<file path="config.mk">
export PLATFORM = sky130hd
export DESIGN_NAME = fetch_unit
export DESIGN_NICKNAME = d
export VERILOG_FILES = /design/src/rtl/fetch_unit.sv
export SDC_FILE = /design/constraint.sdc
export NUM_CORES = 1
export LEC_CHECK = 0
export ABC_CLOCK_PERIOD_IN_PS = 6520
export CORE_MARGIN = 3
export CORE_UTILIZATION = 30
export DETAILED_ROUTE_END_ITERATION = 10
export DONT_BUFFER_PORTS = 1
export GPL_TIMING_DRIVEN = 0
export PLACE_DENSITY = 0.5
export SLEW_MARGIN = 20
export SYNTH_ARGS = -nofsm -noshare
export SYNTH_HDL_FRONTEND = slang
export SYNTH_SLANG_ARGS = --single-unit
</file>
<file path="constraint.sdc">
create_clock -name i_clk -period 6.52 [get_ports i_clk]
set_input_delay 0.978 -clock i_clk [delete_from_list [all_inputs] [get_ports i_clk]]
set_output_delay 0.978 -clock i_clk [all_outputs]
set_load 0.1 [all_outputs]
</file>
<file path="src/rtl/fetch_unit.sv">
// Instruction fetch unit: issues word-aligned fetches, buffers the in-order responses
// in a small FIFO and hands them to decode with their PC. Redirects flush the buffer.
module fetch_unit #(
    parameter int              XLEN     = 32,
    parameter int              DEPTH    = 4,
    parameter logic [XLEN-1:0] RESET_PC = '0
) (
    input  logic            i_clk,
    input  logic            i_reset,
    output logic            o_imem_req,
    output logic [XLEN-1:0] o_imem_addr,
    input  logic            i_imem_gnt,
    input  logic            i_imem_rvalid,
    input  logic [XLEN-1:0] i_imem_rdata,
    output logic            o_insn_vld,
    output logic [XLEN-1:0] o_insn,
    output logic [XLEN-1:0] o_pc,
    input  logic            i_insn_ready,
    input  logic            i_redirect,
    input  logic [XLEN-1:0] i_redirect_pc,
    output logic [XLEN-1:0] o_pc_debug
);

    localparam int AW = $clog2(DEPTH);
    localparam int CW = AW + 1;
    localparam logic [CW:0]     DEPTH_W    = (CW+1)'(DEPTH);
    localparam logic [XLEN-1:0] INSN_BYTES = XLEN'(4);

    typedef logic [CW-1:0] cnt_t;
    typedef logic [AW-1:0] ptr_t;

    if (DEPTH < 2 || (DEPTH & (DEPTH - 1)) != 0) begin : g_bad_depth
        $error("fetch_unit: DEPTH must be a power of two and at least 2");
    end

    logic [XLEN-1:0] fetch_pc;
    logic [XLEN-1:0] head_pc;
    logic [XLEN-1:0] buf_q [DEPTH];
    ptr_t            wptr;
    ptr_t            rptr;
    cnt_t            count;
    cnt_t            outstanding;
    cnt_t            drop_cnt;

    logic [CW:0]     inflight;
    logic            issue;
    logic            rsp;
    logic            rsp_drop;
    logic            wr_en;
    logic            deq;
    logic [XLEN-1:0] redir_pc;
    logic [1:0]      unused_redir_lsb;

    // Credit check covers both buffered words and words still in flight, so every
    // response that comes back always has a free FIFO slot waiting for it.
    assign inflight   = {1'b0, outstanding} + {1'b0, count};
    assign o_imem_req = i_reset && (inflight < DEPTH_W) && !i_redirect;
    assign issue      = o_imem_req && i_imem_gnt;

    // Responses with nothing outstanding are stale (e.g. from before a reset).
    assign rsp      = i_imem_rvalid && (outstanding != '0);
    assign rsp_drop = rsp && (drop_cnt != '0);
    assign wr_en    = rsp && !rsp_drop && !i_redirect;

    assign o_insn_vld = (count != '0) && !i_redirect;
    assign deq        = o_insn_vld && i_insn_ready;

    assign redir_pc         = {i_redirect_pc[XLEN-1:2], 2'b00};
    assign unused_redir_lsb = i_redirect_pc[1:0];

    assign o_imem_addr = fetch_pc;
    assign o_pc_debug  = fetch_pc;
    assign o_pc        = head_pc;
    assign o_insn      = (count != '0) ? buf_q[rptr] : '0;

    always_ff @(posedge i_clk or negedge i_reset) begin
        if (!i_reset) begin
            fetch_pc    <= RESET_PC;
            head_pc     <= RESET_PC;
            wptr        <= '0;
            rptr        <= '0;
            count       <= '0;
            outstanding <= '0;
            drop_cnt    <= '0;
        end else begin
            outstanding <= outstanding + cnt_t'(issue) - cnt_t'(rsp);
            if (i_redirect) begin
                // Everything still in flight after this cycle belongs to the old path.
                fetch_pc <= redir_pc;
                head_pc  <= redir_pc;
                wptr     <= '0;
                rptr     <= '0;
                count    <= '0;
                drop_cnt <= outstanding - cnt_t'(rsp);
            end else begin
                if (issue) fetch_pc <= fetch_pc + INSN_BYTES;
                if (deq)   head_pc  <= head_pc + INSN_BYTES;
                wptr     <= wptr + ptr_t'(wr_en);
                rptr     <= rptr + ptr_t'(deq);
                count    <= count + cnt_t'(wr_en) - cnt_t'(deq);
                drop_cnt <= drop_cnt - cnt_t'(rsp_drop);
            end
        end
    end

    // Storage needs no reset: o_insn is masked whenever the buffer is empty.
    always_ff @(posedge i_clk) begin
        if (wr_en) buf_q[wptr] <= i_imem_rdata;
    end

endmodule

</file>
# Word-level counts from Yosys, hierarchy flattened
# Memory sizes are Yosys's and may differ from the RTL's.
# Index checks and enable logic that the tools add are counted.
dict set report totals {
  reg_bits 77
  ram_bits 128
  input_bits 70
  out_inout_bits 130
  mem_count 1
}
dict set report classes {
  n_addsub 11
  order_cmp 1
  muxes 11
  n_reduce_logical 16
}
# name words width rd rd_ports_with_merged_regs write_ports line
set memory_table {}
lappend memory_table {buf_q 4 32 1 0 1 38} ;# logic [XLEN-1:0] buf_q [DEPTH];
# cell n
set ops {}
lappend ops {{2-to-1 mux 32 bit} 5}
lappend ops {{adder 32 x 3 -> 32 bit, second input constant} 2}
lappend ops {{subtractor 3 x 1 -> 3 bit} 4}
lappend ops {{logical AND 1 bit} 9}
lappend ops {{nonzero test 3 bit} 3}
lappend ops {{adder 3 x 1 -> 3 bit} 2}
lappend ops {{2-to-1 mux 3 bit} 2}
lappend ops {{adder 2 x 1 -> 2 bit} 2}
lappend ops {{adder 3 x 3 -> 4 bit} 1}
lappend ops {{less-than comparator 4 x 3 -> 1 bit, second input constant} 1}
lappend ops {{2-to-1 mux 2 bit} 2}
lappend ops {{nonzero test 2 bit} 2}
lappend ops {{zero test 1 bit} 2}
lappend ops {{2-to-1 mux 1 bit} 2}

# Longest topological paths before layout
# Gate-level depths: netlist (run 1).
dict set report depth {
  ltp_word 9
  mapped_depth 12
  mapped_depth_nobuf 10
}

# Least setup slack after synthesis (run 1)
# OpenSTA, ideal clock, no wires.
dict set report synth_timing {
  path_type {input port to flip-flop}
  start {in i_redirect}
  end {mem buf_q[1][0] (enable)}
  setup_time_ns 0.468
  arrival_ns 3.859
  required_ns 6.052
  slack_ns 2.194
  cell_stages 4
  cell_sequence {clkbuf_1 inv_1 nand3_1 nor3b_1}
}
dict set report synth_via {
  elab_chain_len 4
}
# element line
set synth_lines {}
lappend synth_lines {{from (decl)} 19} ;# input logic i_redirect,
lappend synth_lines {{zero test 1 bit} 63} ;# assign wr_en = rsp && !rsp_drop && !i_redirect;
lappend synth_lines {{logical AND 1 bit} 63}
lappend synth_lines {{2-to-1 mux 1 bit} 108} ;# if (wr_en) buf_q[wptr] <= i_imem_rdata;
lappend synth_lines {{2-to-1 mux 1 bit (implied by the code)} 108}
lappend synth_lines {{to (decl)} 38}
# No other way between the ends.

# Final worst setup path (run 1)
dict set report layout_timing {
  start {in i_redirect}
  end {out o_insn_vld}
}
dict set report layout_via {
  elab_chain_len 2
}
# element line
set layout_lines {}
lappend layout_lines {{zero test 1 bit} 65} ;# assign o_insn_vld = (count != '0) && !i_redirect;
lappend layout_lines {{logical AND 1 bit} 65}
lappend layout_lines {{to (decl)} 15} ;# output logic o_insn_vld,
# No other way between the ends.

==> results of run 1 <==
[report_power, final]
part	switching [uW]	total (uW)	leakage, uW	internal (uW)
clock network	526	1370	0.000381	847
logic	1370	1670	0.00137	301
registers	458	1900	0.00203	1440
[state kept, by name (all words and copies together) (netlist names)]
name	count
wptr	2
buf_q	128
drop_cnt	3
o_pc	30
o_imem_addr	30
rptr	2
count	3
outstanding	3
[Yosys cell counts (2+ instances only)]
cell	n	area share (%)
nand2_1	52	2.1
nor2b_1	35	2.4
o311ai_0	4	0.38
nand2b_1	6	0.40
o21ai_1	2	0.11
ha_1	14	1.9
nor4_2	3	0.40
nand4_1	17	1.1
xor2_1	13	1.2
a31o_2	2	0.19
o211ai_1	12	0.97
nor3_1	17	0.92
buf_2	4	0.22
dfrtp_1	73	20
a21boi_0	11	0.89
buf_4	36	2.9
and3_1	10	0.67
edfxtp_1	128	41
nor2_1	22	0.89
mux2_2	9	1.1
nor4_1	4	0.27
mux2i_1	2	0.22
a21oi_1	4	0.22
fa_1	2	0.43
inv_1	17	0.69
buf_1	3	0.12
clkbuf_1	19	0.77
or4_1	3	0.24
nor3b_1	2	0.16
mux4_2	32	7.8
and4_1	5	0.47
xnor2_1	33	3.1
o21ai_0	27	1.5
a31oi_1	4	0.27
o31a_1	2	0.19
o31ai_1	2	0.16
or3_1	4	0.27
nand3_1	32	1.7
[metal layers]
metal	up-vias	part of all wire (%)	global-route usage, %
li1	2582	-	-
met4	2	2.4	4.205
met3	37	8.6	4.808
met1	2855	43	19.06
met5	-	0.029	0
met2	182	46	22.24
[final timing paths]
check	to	slack, ns	cells after the start
max in group asynchronous	o_pc[6]	6.19	0
setup reg to reg	outstanding[2]	3.23	12
hold / removal	o_pc[30]	0.16	0
min in group i_clk	buf_q[0][29]	0.55	0
setup / recovery	o_insn_vld	2.53	4
hold reg to reg	outstanding[0]	0.58	1
[cells by family (layout without fill, tap and decap cells)]
family	count (synthesis)	after routing	share of synthesized area, %
AO/OA/AOI/OAI	74	74	5.226
XOR/XNOR	46	46	4.337
adder cells (fa/ha/maj)	16	16	2.317
buffers and inverters	80	133	4.822
flip-flops	201	201	61.04
multiplexers	43	43	9.064
other	1	6	0.04037
AND/OR/NAND/NOR	222	222	13.16
[stage by stage]
step           setup TNS (ns)  utilization (%)
6_report                    0            35.98
5_1_grt                     0            35.98
4_1_cts                     0            35.98
3_5_place_dp                0            33.32
3_3_place_gp           -11.52            32.54
2_1_floorplan               0                -
[cell type report]
cell class	instances	area, um^2
inverters	17	63.81
well taps	390	488.0
clock inverters	16	215.2
clock buffers	26	586.8
plain buffers	63	384.1
fillers	2957	19280
flip-flops and latches	201	5670
repair buffers	11	130.1
multi-input cells	407	3297
==> results.cfg, run 1 <==
[global_route]
grt_pass1_wl_um = 36770
grtUsageTotal_pct = 14.30
grt_pass1_vias = 5781
grt.overflow.total = 0
antenna_found_initial = 1
grt_max_degree = 75

[flow_run]
drv_cap = 0

[timing]
setup_violations = 0
worst_slack_ns = 2.533
slew_headroom_pct = 22.87
worstMarginPinSlew_ns = 1.157
fin_worst_skew_ns = 0.009115
final_max_slew_viol_count = 0
layout_min_cycle_time_ns = 3.987
fmax_ghz = 0.2508
hold_ws_ns = 0.1586
hold_viol_final = 0
finalCritPeriodShare_pct = 61.15
rsz0062_at_grt = false

[pwr]
total_power_uw = 4942
leakage_uw = 0.003785
peakVddDrop_v = 0.0002600
power.density_nw_per_um2 = 456.1

[min_path]
hold_path_class = in2async

[synth]
synth.cell_area_um2 = 9290
postSynthCellCount = 683
synth_edf_count = 128
yosysSeqAreaShare_pct = 61.04
synth-main-ff-cell = edfxtp_1
synth_warnings = 0
syn_area_per_cell_um2 = 13.60
synthArstFlopShare_pct = 36.32
ys_ff_latch = 201
yosysUniqueCellTypes = 54

[die]
start_util_pct = 30.85
rows = 63
coreArea_um2 = 30110
die_area_um2 = 33110
die-width_um = 182.0
io_pins = 200
fp.dieH_um = 182.0

[setup_path]
worstPathBufferInverterCount = 3
critPathArrivalTime_ns = 3.01
critPathLaunch = i_redirect
crit_type = in2out
cp_top_family = buffers and inverters
cpMostUsedCell = clkbuf_1
crit_slowest_cell = buf_1
critPathCaptureType = primary output
crit_path_max_fanout = 10
r2r_start = count[1]
cpPeakStageDelay_ns = 0.59
path_cells = clkbuf_1, clkbuf_1, buf_1, nor2_2
critPathLaunchType = primary input
cp_data_required_time_ns = 5.54

[clocking]
path_clk_slew_ns = 0.06
clockBufferDepth = 3
cts.sinks = 201
htreeDepth = 1
tritoncts = built
holdBufCountCts = 0
post_cts_buffers = 0
cts_resized = 0
clock_latency_ns = 0.52
cts_buffers = 23
cts-root-buf = clkbuf_16

[placement]
dp_hpwl_um = 17210
post-place-ws_ns = 2.396
placed_cells_incl_taps = 1089
gp_congestion = 0.8097
placed_area_um2 = 10030
io_buffer_count = 0

[detailed_routing]
viasPerCell = 5.003
drt_iter0_drc = 304
first_pass_iters = 5
detail_route.wl_per_cell_um = 21.41
drc_errors = 0
antenna_left = 0
routed_wl_um = 24210
num_vias = 5658

[layout]
drive_above_1_share_pct = 23.89
layout_commonest_cell = edfxtp_1
syn2layout_area_growth_pct = 16.63
stdcell_area_um2 = 10840
n_antenna_cell = 0
fin_cells = 1131
final_nets = 810
layout_common_cells = edfxtp_1, dfrtp_1, nand2_1

[status]
status = complete, no violations
(Power assumes the default switching activity.)
==> inputs of run 2 (changes only) <==
--- a/config.mk
+++ b/config.mk
@@ -5,13 +5,13 @@
 export SDC_FILE = /design/constraint.sdc
 export NUM_CORES = 1
 export LEC_CHECK = 0
-export ABC_CLOCK_PERIOD_IN_PS = 6520
+export ABC_CLOCK_PERIOD_IN_PS = 3200
 export CORE_MARGIN = 3
 export CORE_UTILIZATION = 30
 export DETAILED_ROUTE_END_ITERATION = 10
 export DONT_BUFFER_PORTS = 1
 export GPL_TIMING_DRIVEN = 0
-export PLACE_DENSITY = 0.5
+export PLACE_DENSITY = 0.51
 export SLEW_MARGIN = 20
 export SYNTH_ARGS = -nofsm -noshare
 export SYNTH_HDL_FRONTEND = slang
==> constraint.sdc (replaced) <==
create_clock -name i_clk -period 3.2 [get_ports i_clk]
set_input_delay 0.48 -clock i_clk [delete_from_list [all_inputs] [get_ports i_clk]]
set_output_delay 0.48 -clock i_clk [all_outputs]
set_load 0.1 [all_outputs]
==> results.cfg, run 2 (same netlist as run 1, synthesis figures left out) <==
[detailed_routing]
highest_layer = met5
drc_errors = 0
met3_length_um = 2378
antenna_left = 0
routed_wl_um = 24350
first_pass_iters = 4
num_vias = 5717
wl_met1_um = 10110
drt_iter0_drc = 275
detail_route.wl_per_cell_um = 21.51
route.met2.wl_um = 11410
viasPerCell = 5.050

[layout]
multiInputGateArea_um2 = 3467
fin_cells = 1132
nFillCells = 2940
top_register = buf_q
stdcell_area_um2 = 11000
drive_above_1_share_pct = 25.07
layout_commonest_cell = edfxtp_1
syn2layout_area_growth_pct = 18.38
seqCellArea_um2 = 5675
final_nets = 811
n_antenna_cell = 0
largest_register_ffs = 128
layout_common_cells = edfxtp_1, dfrtp_1, nand2_1

[flow_run]
drv_cap = 0

[setup_path]
cp_data_required_time_ns = 2.72
critPathLaunchType = flip-flop
worstPathBufferInverterCount = 1
cpPeakStageDelay_ns = 0.93
cp_top_family = simple AND/OR/NAND/NOR gates
crit_path_max_fanout = 10
crit_slowest_cell = nor2_2
critPathLaunch = count[1]
r2r_start = o_imem_addr[2]
critPathCaptureType = primary output
crit_type = reg2out
path_cells = nor3_4, clkbuf_2, nor2_2
critPathArrivalTime_ns = 2.54

[clocking]
clock_latency_ns = 0.52
path_clk_slew_ns = 0.06
cts_buffers = 24
clockBufferDepth = 3
cts.sinks = 201
cts-root-buf = clkbuf_16
tritoncts = built
htreeDepth = 1

[global_route]
grt_pass1_wl_um = 37180
grtUsageTotal_pct = 14.40
grt_pass1_vias = 5848
grt_max_degree = 74
grt.overflow.total = 0
antenna_found_initial = 1

[timing]
final_max_slew_viol_count = 0
layout_min_cycle_time_ns = 3.017
slew_headroom_pct = 22.51
rsz0062_at_grt = false
finalCritPeriodShare_pct = 94.28
worst_slack_ns = 0.1829
hold_viol_final = 0
setup_violations = 0
fin_worst_skew_ns = 0.01276
worstMarginPinSlew_ns = 1.162
fmax_ghz = 0.3314

[pwr]
p_seq_share_pct = 38.3
p_sw_share_pct = 48.77
power_switching_uw = 4939
leakage_uw = 0.003895
internal_power_uw = 5188
peakVddDrop_v = 0.0003955
power.density_nw_per_um2 = 920.9
pwr-share-clk_pct = 25.2
comb_power_share_pct = 36.6

[die]
io_pins = 200
die_area_um2 = 33110
rows = 63
coreArea_um2 = 30110
fp.dieH_um = 182.0
die-width_um = 182.0
start_util_pct = 30.85

[placement]
dp_hpwl_um = 17200
placed_area_um2 = 10030
gp_congestion = 0.7978
post-place-ws_ns = -0.3931
placed_cells_incl_taps = 1085
io_buffer_count = 0

[min_path]
min_from = i_imem_rdata[5]
hold_path_class = in2reg

[status]
status = complete, no violations
[run 2: cell types whose count changed in the layout (fill, tap and decap cells not counted), sizes merged]
cell         before  now
dlygate4sd3       0    1
clkinvlp          3    2
clkbuf           45   51
inv              19   17
bufinv            5    1
clkinv            6    7
[run 2: cell type report]
class	instances	area share [%]
timing repair buffer	12	1.627
inverter	17	0.6143
sequential	201	51.60
tap	390	4.437
clock inverter	10	0.8077
multi-input combinational	407	31.52
clock buffer	33	5.859
buffer	62	3.527
[run 2: final timing paths]
| path | endpoint | slack (ns) | depth (start not counted) |
|---|---|---|---|
| max | o_insn_vld | 0.18 | 3 |
| min | buf_q[0][5] | 0.05 | 0 |
| max reg2reg | o_imem_addr[22] | 0.21 | 6 |
| min reg2reg | outstanding[0] | 0.58 | 1 |
| max in group asynchronous | o_imem_addr[8] | 2.30 | 2 |
| min in group asynchronous | o_imem_addr[16] | 0.59 | 2 |
[run 2: worst register-to-register path: stages (launching register included)]
cell and delay, ns:
dfrtp_1 1.04, ha_1 0.38, nand2_1 0.20, nor4_4 0.66
nand4_1 0.18, or3_1 0.37, nand3_1 0.08
[run 2: power groups by stage]
stage                     Sequential [uW]  Clock, uW  Combinational (uW)
after floorplan                      3830          0                2980
after global placement               3920          0                3290
after detailed placement             3920          0                3440
after CTS                            3870       2630                3730
after global routing                 3910       2740                3890
final                                3880       2550                3700
[run 2: timing repair]
item	in CTS	in global routing
endpoints found under the hold margin	73	0
buffers inserted	0	3
gates resized for setup	33	13
pin swaps	0	0
endpoints found under the setup margin	31	22
gates cloned	0	0
hold buffers	2	0
[run 2: layer usage]
layer | track usage [%] | vias to the layer above
met2 | 22.42 | 194
li1 | - | 2605
met3 | 5.248 | 32
met5 | 0 | -
met1 | 19.28 | 2884
met4 | 3.413 | 2
[run 2: per-stage QoR]
step	total power, uW	utilization, %	TNS, ns	hold slack (ns)
final	10130	36.52	0	0.05445
after global routing	10540	36.52	0	0.02083
after CTS	10230	36.38	0	0.02680
after detailed placement	7365	33.32	-0.7838	0.1860
after global placement	7208	32.57	-123.33	0.1862
after floorplan	6815	-	0	0.1844
